<file path="src/rtl/cplx_accum.sv">
// Complex accumulate-and-dump stage: sums len packed {re,im} products in
// guard-bit accumulators and emits one saturated 32-bit complex result.
module cplx_accum #(
    parameter int ACC_W = 40
) (
    input  logic        clock,
    input  logic        reset,
    input  logic        start,
    input  logic [7:0]  len,
    input  logic        in_valid,
    input  logic [63:0] in_data,
    output logic        busy,
    output logic        out_valid,
    output logic [31:0] out_real,
    output logic [31:0] out_im,
    output logic        overflow
);

    typedef enum logic [1:0] {
        S_IDLE,
        S_ACCUM,
        S_DUMP
    } state_t;

    state_t                  r_state;
    logic [8:0]              r_len;
    logic [8:0]              r_cnt;
    logic signed [ACC_W-1:0] r_acc_re;
    logic signed [ACC_W-1:0] r_acc_im;
    logic                    r_busy;
    logic                    r_out_valid;
    logic [31:0]             r_out_re;
    logic [31:0]             r_out_im;
    logic                    r_overflow;

    logic signed [ACC_W-1:0] w_add_re;
    logic signed [ACC_W-1:0] w_add_im;
    logic [8:0]              w_len_ext;
    logic                    w_last;
    logic                    w_re_pos;
    logic                    w_re_neg;
    logic                    w_im_pos;
    logic                    w_im_neg;
    logic [31:0]             w_sat_re;
    logic [31:0]             w_sat_im;

    assign w_add_re  = {{(ACC_W-32){in_data[63]}}, in_data[63:32]};
    assign w_add_im  = {{(ACC_W-32){in_data[31]}}, in_data[31:0]};
    assign w_len_ext = (len == 8'd0) ? 9'd256 : {1'b0, len};
    assign w_last    = (r_cnt == (r_len - 9'd1));

    // Out of 32-bit range when the bits above bit 31 are not all copies of the sign.
    assign w_re_pos = !r_acc_re[ACC_W-1] && (|r_acc_re[ACC_W-2:31]);
    assign w_re_neg =  r_acc_re[ACC_W-1] && !(&r_acc_re[ACC_W-2:31]);
    assign w_im_pos = !r_acc_im[ACC_W-1] && (|r_acc_im[ACC_W-2:31]);
    assign w_im_neg =  r_acc_im[ACC_W-1] && !(&r_acc_im[ACC_W-2:31]);

    assign w_sat_re = w_re_pos ? 32'h7FFF_FFFF :
                      w_re_neg ? 32'h8000_0000 : r_acc_re[31:0];
    assign w_sat_im = w_im_pos ? 32'h7FFF_FFFF :
                      w_im_neg ? 32'h8000_0000 : r_acc_im[31:0];

    always_ff @(posedge clock) begin
        if (reset) begin
            r_state     <= S_IDLE;
            r_len       <= 9'd0;
            r_cnt       <= 9'd0;
            r_acc_re    <= '0;
            r_acc_im    <= '0;
            r_busy      <= 1'b0;
            r_out_valid <= 1'b0;
            r_out_re    <= 32'd0;
            r_out_im    <= 32'd0;
            r_overflow  <= 1'b0;
        end else begin
            r_out_valid <= 1'b0;
            unique case (r_state)
                S_IDLE: begin
                    r_busy <= 1'b0;
                    if (start) begin
                        r_busy   <= 1'b1;
                        r_len    <= w_len_ext;
                        r_cnt    <= 9'd0;
                        r_acc_re <= '0;
                        r_acc_im <= '0;
                        r_state  <= S_ACCUM;
                    end
                end
                S_ACCUM: begin
                    if (in_valid) begin
                        r_acc_re <= r_acc_re + w_add_re;
                        r_acc_im <= r_acc_im + w_add_im;
                        r_cnt    <= r_cnt + 9'd1;
                        if (w_last) begin
                            r_state <= S_DUMP;
                        end
                    end
                end
                S_DUMP: begin
                    // busy stays up through the out_valid cycle
                    r_out_re    <= w_sat_re;
                    r_out_im    <= w_sat_im;
                    r_overflow  <= w_re_pos | w_re_neg | w_im_pos | w_im_neg;
                    r_out_valid <= 1'b1;
                    r_state     <= S_IDLE;
                end
                default: begin
                    r_state <= S_IDLE;
                end
            endcase
        end
    end

    assign busy      = r_busy;
    assign out_valid = r_out_valid;
    assign out_real  = r_out_re;
    assign out_im    = r_out_im;
    assign overflow  = r_overflow;

endmodule

</file>
<file path="config.mk">
export PLATFORM = sky130hd
export DESIGN_NAME = cplx_accum
export DESIGN_NICKNAME = d
export VERILOG_FILES = /design/src/rtl/cplx_accum.sv
export SDC_FILE = /design/constraint.sdc
export NUM_CORES = 1
export LEC_CHECK = 0
export ABC_AREA = 1
export ABC_CLOCK_PERIOD_IN_PS = 3120
export CAP_MARGIN = 30
export CORE_MARGIN = 2
export CORE_UTILIZATION = 55
export CTS_CLUSTER_DIAMETER = 60
export DETAILED_ROUTE_END_ITERATION = 8
export GPL_TIMING_DRIVEN = 0
export PLACE_DENSITY = 0.83
export RECOVER_POWER = 50
export SETUP_SLACK_MARGIN = 0.1
export SYNTH_ARGS = -nofsm -noshare
export SYNTH_HDL_FRONTEND = slang
export SYNTH_SLANG_ARGS = --single-unit
</file>
<file path="constraint.sdc">
create_clock -name clock -period 3.12 [get_ports clock]
set_input_delay 0.936 -clock clock [delete_from_list [all_inputs] [get_ports clock]]
set_output_delay 0.936 -clock clock [all_outputs]
set_load 0.02 [all_outputs]
</file>
==> results.toml, run 1 <==
[yosys]
synth_area_per_cell_um2 = 5.95
syn_area_um2 = 12000
ys_warn_count = 0
synth_nets = 2173
ys_seq_area_share_pct = 27.9
syn_inst = 2015
ys_types = 36
ys_ff_latch = 167

[power_and_ir_drop]
p_comb_share_pct = 20.2
finalPower_mw = 5.44
internal_power_mw = 3.74
ir_worst_vdd_mv = 0.327
pwr-share-clk_pct = 38.8
power_frac_seq_pct = 41.0
p_per_area_nw_per_um2 = 380
swShare_pct = 31.3
p_sw_mw = 1.71
p_leak_nw = 6.83

[die]
start_util_pct = 55.4
die_h_um = 152
io_pins = 143
die_w_um = 152
core_area_um2 = 21600
die_area_um2 = 23000
row_count = 54

[setup_path]
r2r_start = "r_state[1]"
cp_max_fo = 5
path_cells = "clkdlybuf4s50_1 -> ha_1 -> fa_2 -> nand3_1 -> nand3_2 -> nand2_1 -> nand2_1 -> nand2_1 -> nand3_1 -> nand2_1 -> nand2_1 -> nand2_1 -> nand3_1 -> a21oi_1"
crit_path_end_kind = "flip-flop"
r2r_cells = 7
required_ns = 3.48
crit_slowest_cell = "clkdlybuf4s50_1"
r2r_end = "out_im[2]"
crit_top_cell = "nand2_1"
crit_path_max_incr_delay_ns = 0.48
worstSetupStartpointType = "input pin"
path_class = "in -> reg"
r2r_slack_ns = 0.74
critical_path_arrival_ns = 3.29

[run]
max_cap_violations = 0

[placed_design]
gp_congestion = 0.983
hpwlAfterDp_um = 30700
dp.cells = 2436
io_buffers = 141
dp_worst_setup_slack_ns = -0.412
placedInstanceArea_um2 = 13700

[sta]
fin_skew_ns = 0.0146
fin_crit_ns = 2.93
finalHoldViolCount = 0
setup_viol = 0
tightest_slew_ns = 0.976
rsz0062_at_grt = "no"
max_freq_mhz = 341
tns_ns = 0
drv_slew = 0
layout_setup_ws_ns = 0.186
slew_headroom_pct = 34.9
timing.final.crit_share_pct = 94.0

[min_path]
hold_path_end = "out_real[23]"
worstHoldStart = "out_real[23]"
min_path_type = "reg -> reg"
min_delay_path_depth = 2

[routing]
firstDrtPassIters = 7
num_vias = 13300
viasPerCell = 5.39
wl_per_cell_um = 15.6
ant_nets = 0
drc = 0
routed_wl_um = 38400
drtIter0Drc = 797

[layout]
fillers = 2078
final_area_um2 = 14300
drive_gt1_share_pct = 2.79
area_growth_pct = 19.5
final_nets = 2333
final_cells = 2467

[grt]
grt_first_pass_wirelength_um = 59400
grt-ovfl-total = 0
grt_pass1_vias = 12000
grtUsageTotal_pct = 33.1
grt_max_degree = 17
antenna_found_initial = 0

[cts]
cts_tree = "yes"
holdBufCountCts = 0
clock-sinks = 167
htree_levels = 4
ctsRootBufferMaster = "clkbuf_16"
cts_buffers = 17
clk_path_buf_depth = 2
clk_latency_ns = 0.44
clk_pin_slew_ns = 0.07

[run_status]
status = "finished clean"
## cell type report
cell class              count  area (um2)  area share (%)
multi-input cells        1537        7470            52.1
flip-flops and latches    167        3340            23.4
repair buffers            141        1410            9.88
inverters                 256         961            6.71
clock buffers              19         433            3.02
well taps                 280         350            2.45
plain buffers              55         219            1.53
clock inverters            11         129           0.900
diodes                      1        2.50          0.0175
## per-stage QoR
step / util (%) / hold slack (ns)
2_1_floorplan: - / 0.453
3_3_place_gp: 63.6 / 0.451
3_5_place_dp: 63.6 / 0.454
4_1_cts: 66.2 / 0.465
5_1_grt: 66.2 / 0.472
6_report: 66.2 / 0.462
## routing by layer
metal / vias up / part of all wire (%) / track usage (%)
li1: 6780 / - / -
met1: 6019 / 42 / 39.2
met2: 416 / 49 / 60.0
met3: 84 / 5.4 / 4.28
met4: 0 / 3.9 / 14.1
met5: - / 0 / 0
## worst max path at each step
stage / start / endpoint / slack (ns) / depth (start not counted)
3_3_place_gp: in_data[0] / r_acc_im[16] / -0.38 / 12
2_1_floorplan: in_data[0] / r_acc_im[16] / 0.54 / 11
6_report: in_data[0] / r_acc_im[38] / 0.19 / 14
5_1_grt: in_data[0] / r_acc_im[38] / 0.07 / 14
3_5_place_dp: in_data[0] / r_acc_im[16] / -0.41 / 12
4_1_cts: in_data[0] / r_acc_im[16] / 0.09 / 12
## power by group through the flow
stage | combinational, mW | clock, mW | sequential (mW)
6_report | 1.10 | 2.11 | 2.23
3_5_place_dp | 1.08 | 0 | 2.28
5_1_grt | 1.21 | 2.18 | 2.24
3_3_place_gp | 1.06 | 0 | 2.28
2_1_floorplan | 0.708 | 0 | 2.27
4_1_cts | 1.08 | 2.12 | 2.23
## state kept, by name, indices dropped and copies added, names as in the netlist
name,count
r_acc_im,40
r_state,2
r_cnt,9
out_valid,1
busy,1
r_acc_re,40
overflow,1
r_len,9
out_real,32
out_im,32
## worst max-delay path: cells and delay by family
family,cells,cell delay [ns]
AOI/OAI and AO/OA,1,0.15
adders and majority gates,2,0.68
buffers and inverters,1,0.48
and+or+nand+nor,10,1.05
## logic make-up after synthesis
family,Yosys count,share of synthesized area (%)
and+or+nand+nor,1044,35.3
AOI/OAI and AO/OA,395,16.8
buffers and inverters,311,9.92
DFF,167,27.9
adders and majority gates,82,8.69
xor gates and xnor gates,16,1.40
## what timing repair did
item                       4_1_cts  5_1_grt
resized for setup                2        7
setup endpoints to repair        7       18
setup buffers                    0        0
## synthesized netlist by cell type
| master | n | area [um2] |
|---|---|---|
| a21o_1 | 5 | 37.5 |
| a21oi_1 | 247 | 1240 |
| a31oi_1 | 1 | 6.26 |
| a32o_1 | 1 | 10.0 |
| and2_1 | 1 | 6.26 |
| buf_1 | 2 | 7.51 |
| buf_2 | 17 | 85.1 |
| clkbuf_1 | 36 | 135 |
| clkinv_1 | 1 | 3.75 |
| dfxtp_1 | 167 | 3340 |
| fa_1 | 2 | 40.0 |
| ha_1 | 80 | 1000 |
| inv_1 | 253 | 950 |
| inv_2 | 2 | 7.51 |
| nand2_1 | 673 | 2530 |
| nand2_2 | 2 | 12.5 |
| nand2_4 | 1 | 11.3 |
| nand3_1 | 111 | 556 |
| nand3_2 | 1 | 10.0 |
| nand3_4 | 1 | 17.5 |
| nand3b_1 | 14 | 105 |
| nand4_1 | 4 | 25.0 |
| nor2_1 | 200 | 751 |
| nor2_2 | 1 | 6.26 |
| nor2_4 | 1 | 11.3 |
| nor3_1 | 16 | 80.1 |
| nor3b_2 | 1 | 12.5 |
| nor4_1 | 7 | 43.8 |
| o21a_1 | 2 | 15.0 |
| o21ai_0 | 136 | 681 |
| o21bai_1 | 3 | 22.5 |
| or2_1 | 1 | 6.26 |
| or2_2 | 9 | 56.3 |
| xnor2_1 | 5 | 43.8 |
| xnor3_1 | 2 | 45.0 |
| xor2_1 | 9 | 78.8 |
## cells in the final DEF, fill, tap and decap left out, types with 2 or more instances in the layout
| cell | count |
|---|---|
| clkbuf_16 | 17 |
| o21ai_0 | 136 |
| dlygate4sd3_1 | 44 |
| clkinv_4 | 2 |
| clkdlybuf4s50_1 | 96 |
| nand3_1 | 108 |
| o21a_1 | 2 |
| buf_2 | 10 |
| xnor3_1 | 2 |
| bufinv_16 | 2 |
| clkbuf_1 | 46 |
| nand3_2 | 4 |
| nand2_2 | 3 |
| ha_1 | 79 |
| xnor2_1 | 5 |
| xor2_1 | 9 |
| o21bai_1 | 3 |
| fa_2 | 2 |
| clkinvlp_4 | 5 |
| inv_1 | 254 |
| or2_2 | 9 |
| a21oi_1 | 247 |
| nand2_1 | 673 |
| nor4_1 | 7 |
| nor3_1 | 16 |
| nand3b_1 | 14 |
| nand4_1 | 4 |
| nor2_1 | 200 |
| a21o_1 | 5 |
| dfxtp_1 | 167 |
No activity file was read; power rests on OpenSTA's default activity.
==> run 2: changes to the inputs <==
Settings changed: CELL_PAD_IN_SITES_DETAIL_PLACEMENT from default to 1, CELL_PAD_IN_SITES_GLOBAL_PLACEMENT from default to 1, CORE_UTILIZATION 55 to 39, PLACE_DENSITY 0.83 to 0.85.
==> run 2 against run 1 <==
Via count is 1.5% higher; first-iteration DRC count down 21%; largest cell class unchanged; die area is 40% higher; count of clock-buffer cells in the layout unchanged; critical endpoint is now r_acc_im[30]; largest power group unchanged; clock skew down 0.0021 ns; final area increased by 1.1%; core utilization fell by 19 points; register-to-register slack worse by 0.30 ns; highest routed layer unchanged; non-clock buffer count did not move.
==> results.toml, run 2 (synthesized netlist as in run 1, its figures left out) <==
[routing]
wl_per_cell_um = 17.3
firstDrtPassIters = 7
num_vias = 13500
drc = 0
viasPerCell = 5.23
routed_wl_um = 44700
ant_nets = 0
drtIter0Drc = 629

[power_and_ir_drop]
swShare_pct = 33.1
p_comb_share_pct = 20.6
ir_worst_vdd_mv = 0.363
p_per_area_nw_per_um2 = 381
internal_power_mw = 3.69
p_sw_mw = 1.83
pwr-share-clk_pct = 38.9
power_frac_seq_pct = 40.5
p_leak_nw = 6.86

[grt]
grtUsageTotal_pct = 28.3
grt_pass1_vias = 13900
grt_first_pass_wirelength_um = 70900
antenna_found_initial = 0
grt-ovfl-total = 0
grt_max_degree = 17

[cts]
clock-sinks = 167
cts_tree = "yes"
clk_pin_slew_ns = 0.07
ctsRootBufferMaster = "clkbuf_16"
htree_levels = 4
postCtsSetupBuffers = 0
clk_latency_ns = 0.47
clk_path_buf_depth = 2
cts_buffers = 17

[setup_path]
path_class = "in -> reg"
r2r_end = "out_real[1]"
r2r_slack_ns = 0.44
critical_path_arrival_ns = 3.32
crit_path_end_kind = "flip-flop"
r2r_start = "r_state[1]"
required_ns = 3.51
path_cells = "dlygate4sd3_1 -> nand2_1 -> nand2_1 -> inv_1 -> clkbuf_1 -> clkbuf_2 -> nand2_1 -> a21oi_1"
worstSetupStartpointType = "input pin"
path_delay_family = "buffers and inverters"
crit_start = "start"
crit_buf_inv = 4
cp_max_fo = 10
r2r_cells = 7
crit_slowest_cell = "clkbuf_1"
crit_path_max_incr_delay_ns = 0.65
crit_top_cell = "nand2_1"

[run]
max_cap_violations = 0

[layout]
layout_common_cells = "nand2_1, inv_1, a21oi_1, nor2_1, dfxtp_1"
drive_gt1_share_pct = 3.06
diodes = 0
layout_commonest_cell = "nand2_1"
fillers = 4238
final_nets = 2333
top_regs = "r_acc_im: 40 flops, r_acc_re: 40 flops"
fin_util_pct = 47.6
area_growth_pct = 20.8
final_cells = 2583

[min_path]
worstHoldStart = "out_im[13]"
min_path_type = "reg -> reg"
hold_path_end = "out_im[13]"
min_delay_path_depth = 2

[sta]
whs_ns = 0.463
rsz0062_at_grt = "yes"
fin_crit_ns = 2.94
layout_setup_ws_ns = 0.185
tns_ns = 0
timing.final.crit_share_pct = 94.1
tightest_slew_ns = 1.07
fin_skew_ns = 0.0125
setup_viol = 0
max_freq_mhz = 341
slew_headroom_pct = 28.8
drv_slew = 0
finalHoldViolCount = 0

[die]
start_util_pct = 39.4
die_w_um = 179
die_h_um = 179
io_pins = 143
die_area_um2 = 32200
core_area_um2 = 30400
row_count = 64

[placed_design]
gp_congestion = 0.975
hpwlAfterDp_um = 36400
dp.cells = 2552
io_buffers = 141
dp_worst_setup_slack_ns = -0.482

[run_status]
status = "finished clean"
## run 2: cell type report
cell class / instances / area (um2) / share of cell area, %
timing repair buffer: 141 / 1410 / 9.75
multi-input combinational: 1537 / 7480 / 51.7
inverter: 256 / 961 / 6.64
clock buffer: 19 / 443 / 3.06
clock inverter: 12 / 120 / 0.830
tap: 396 / 495 / 3.42
sequential: 167 / 3340 / 23.1
buffer: 55 / 218 / 1.50
## run 2: power by group through the flow
stage                     registers, mW  logic [mW]  clock network [mW]
after floorplan                    2.27       0.708                   0
after global placement             2.28        1.08                   0
after detailed placement           2.28        1.12                   0
after CTS                          2.23        1.13                2.17
after global routing               2.24        1.27                2.24
final                              2.23        1.13                2.15
## run 2: tightest hold or removal path, cell delays in order (launching register included)
cell and delay (ns):
dfxtp_1 0.31, nand2_1 0.06, a21oi_1 0.05
## run 2: worst max-delay path by stage
| stage | endpoint | slack, ns | depth (start not counted) |
|---|---|---|---|
| finish | r_acc_im[30] | 0.18 | 8 |
| global route | r_acc_im[30] | 0.07 | 14 |
| CTS | r_acc_im[30] | 0.11 | 14 |
| detailed placement | r_acc_im[38] | -0.48 | 14 |
| global placement | r_acc_im[38] | -0.42 | 14 |
| floorplan | r_acc_im[16] | 0.54 | 11 |
## run 2: routing by layer
| metal | track usage [%] | wire length (um) | vias up |
|---|---|---|---|
| met5 | 0 | 0 | - |
| met4 | 12.3 | 1760 | 0 |
| met3 | 3.71 | 1370 | 88 |
| met2 | 52.6 | 22500 | 213 |
| met1 | 32.2 | 19000 | 6431 |
| li1 | - | - | 6773 |
## run 2: metrics by stage
step	power, mW	area, um2
5_1_grt	5.74	14500
4_1_cts	5.53	14500
3_5_place_dp	3.40	13900
2_1_floorplan	2.97	12000
6_report	5.51	14500
3_3_place_gp	3.36	13900
## run 2: timing repair
action                     in CTS  in global routing
hold buffers                    0                  0
resized for setup               5                  7
gates cloned                    0                  0
setup endpoints to repair      10                 14
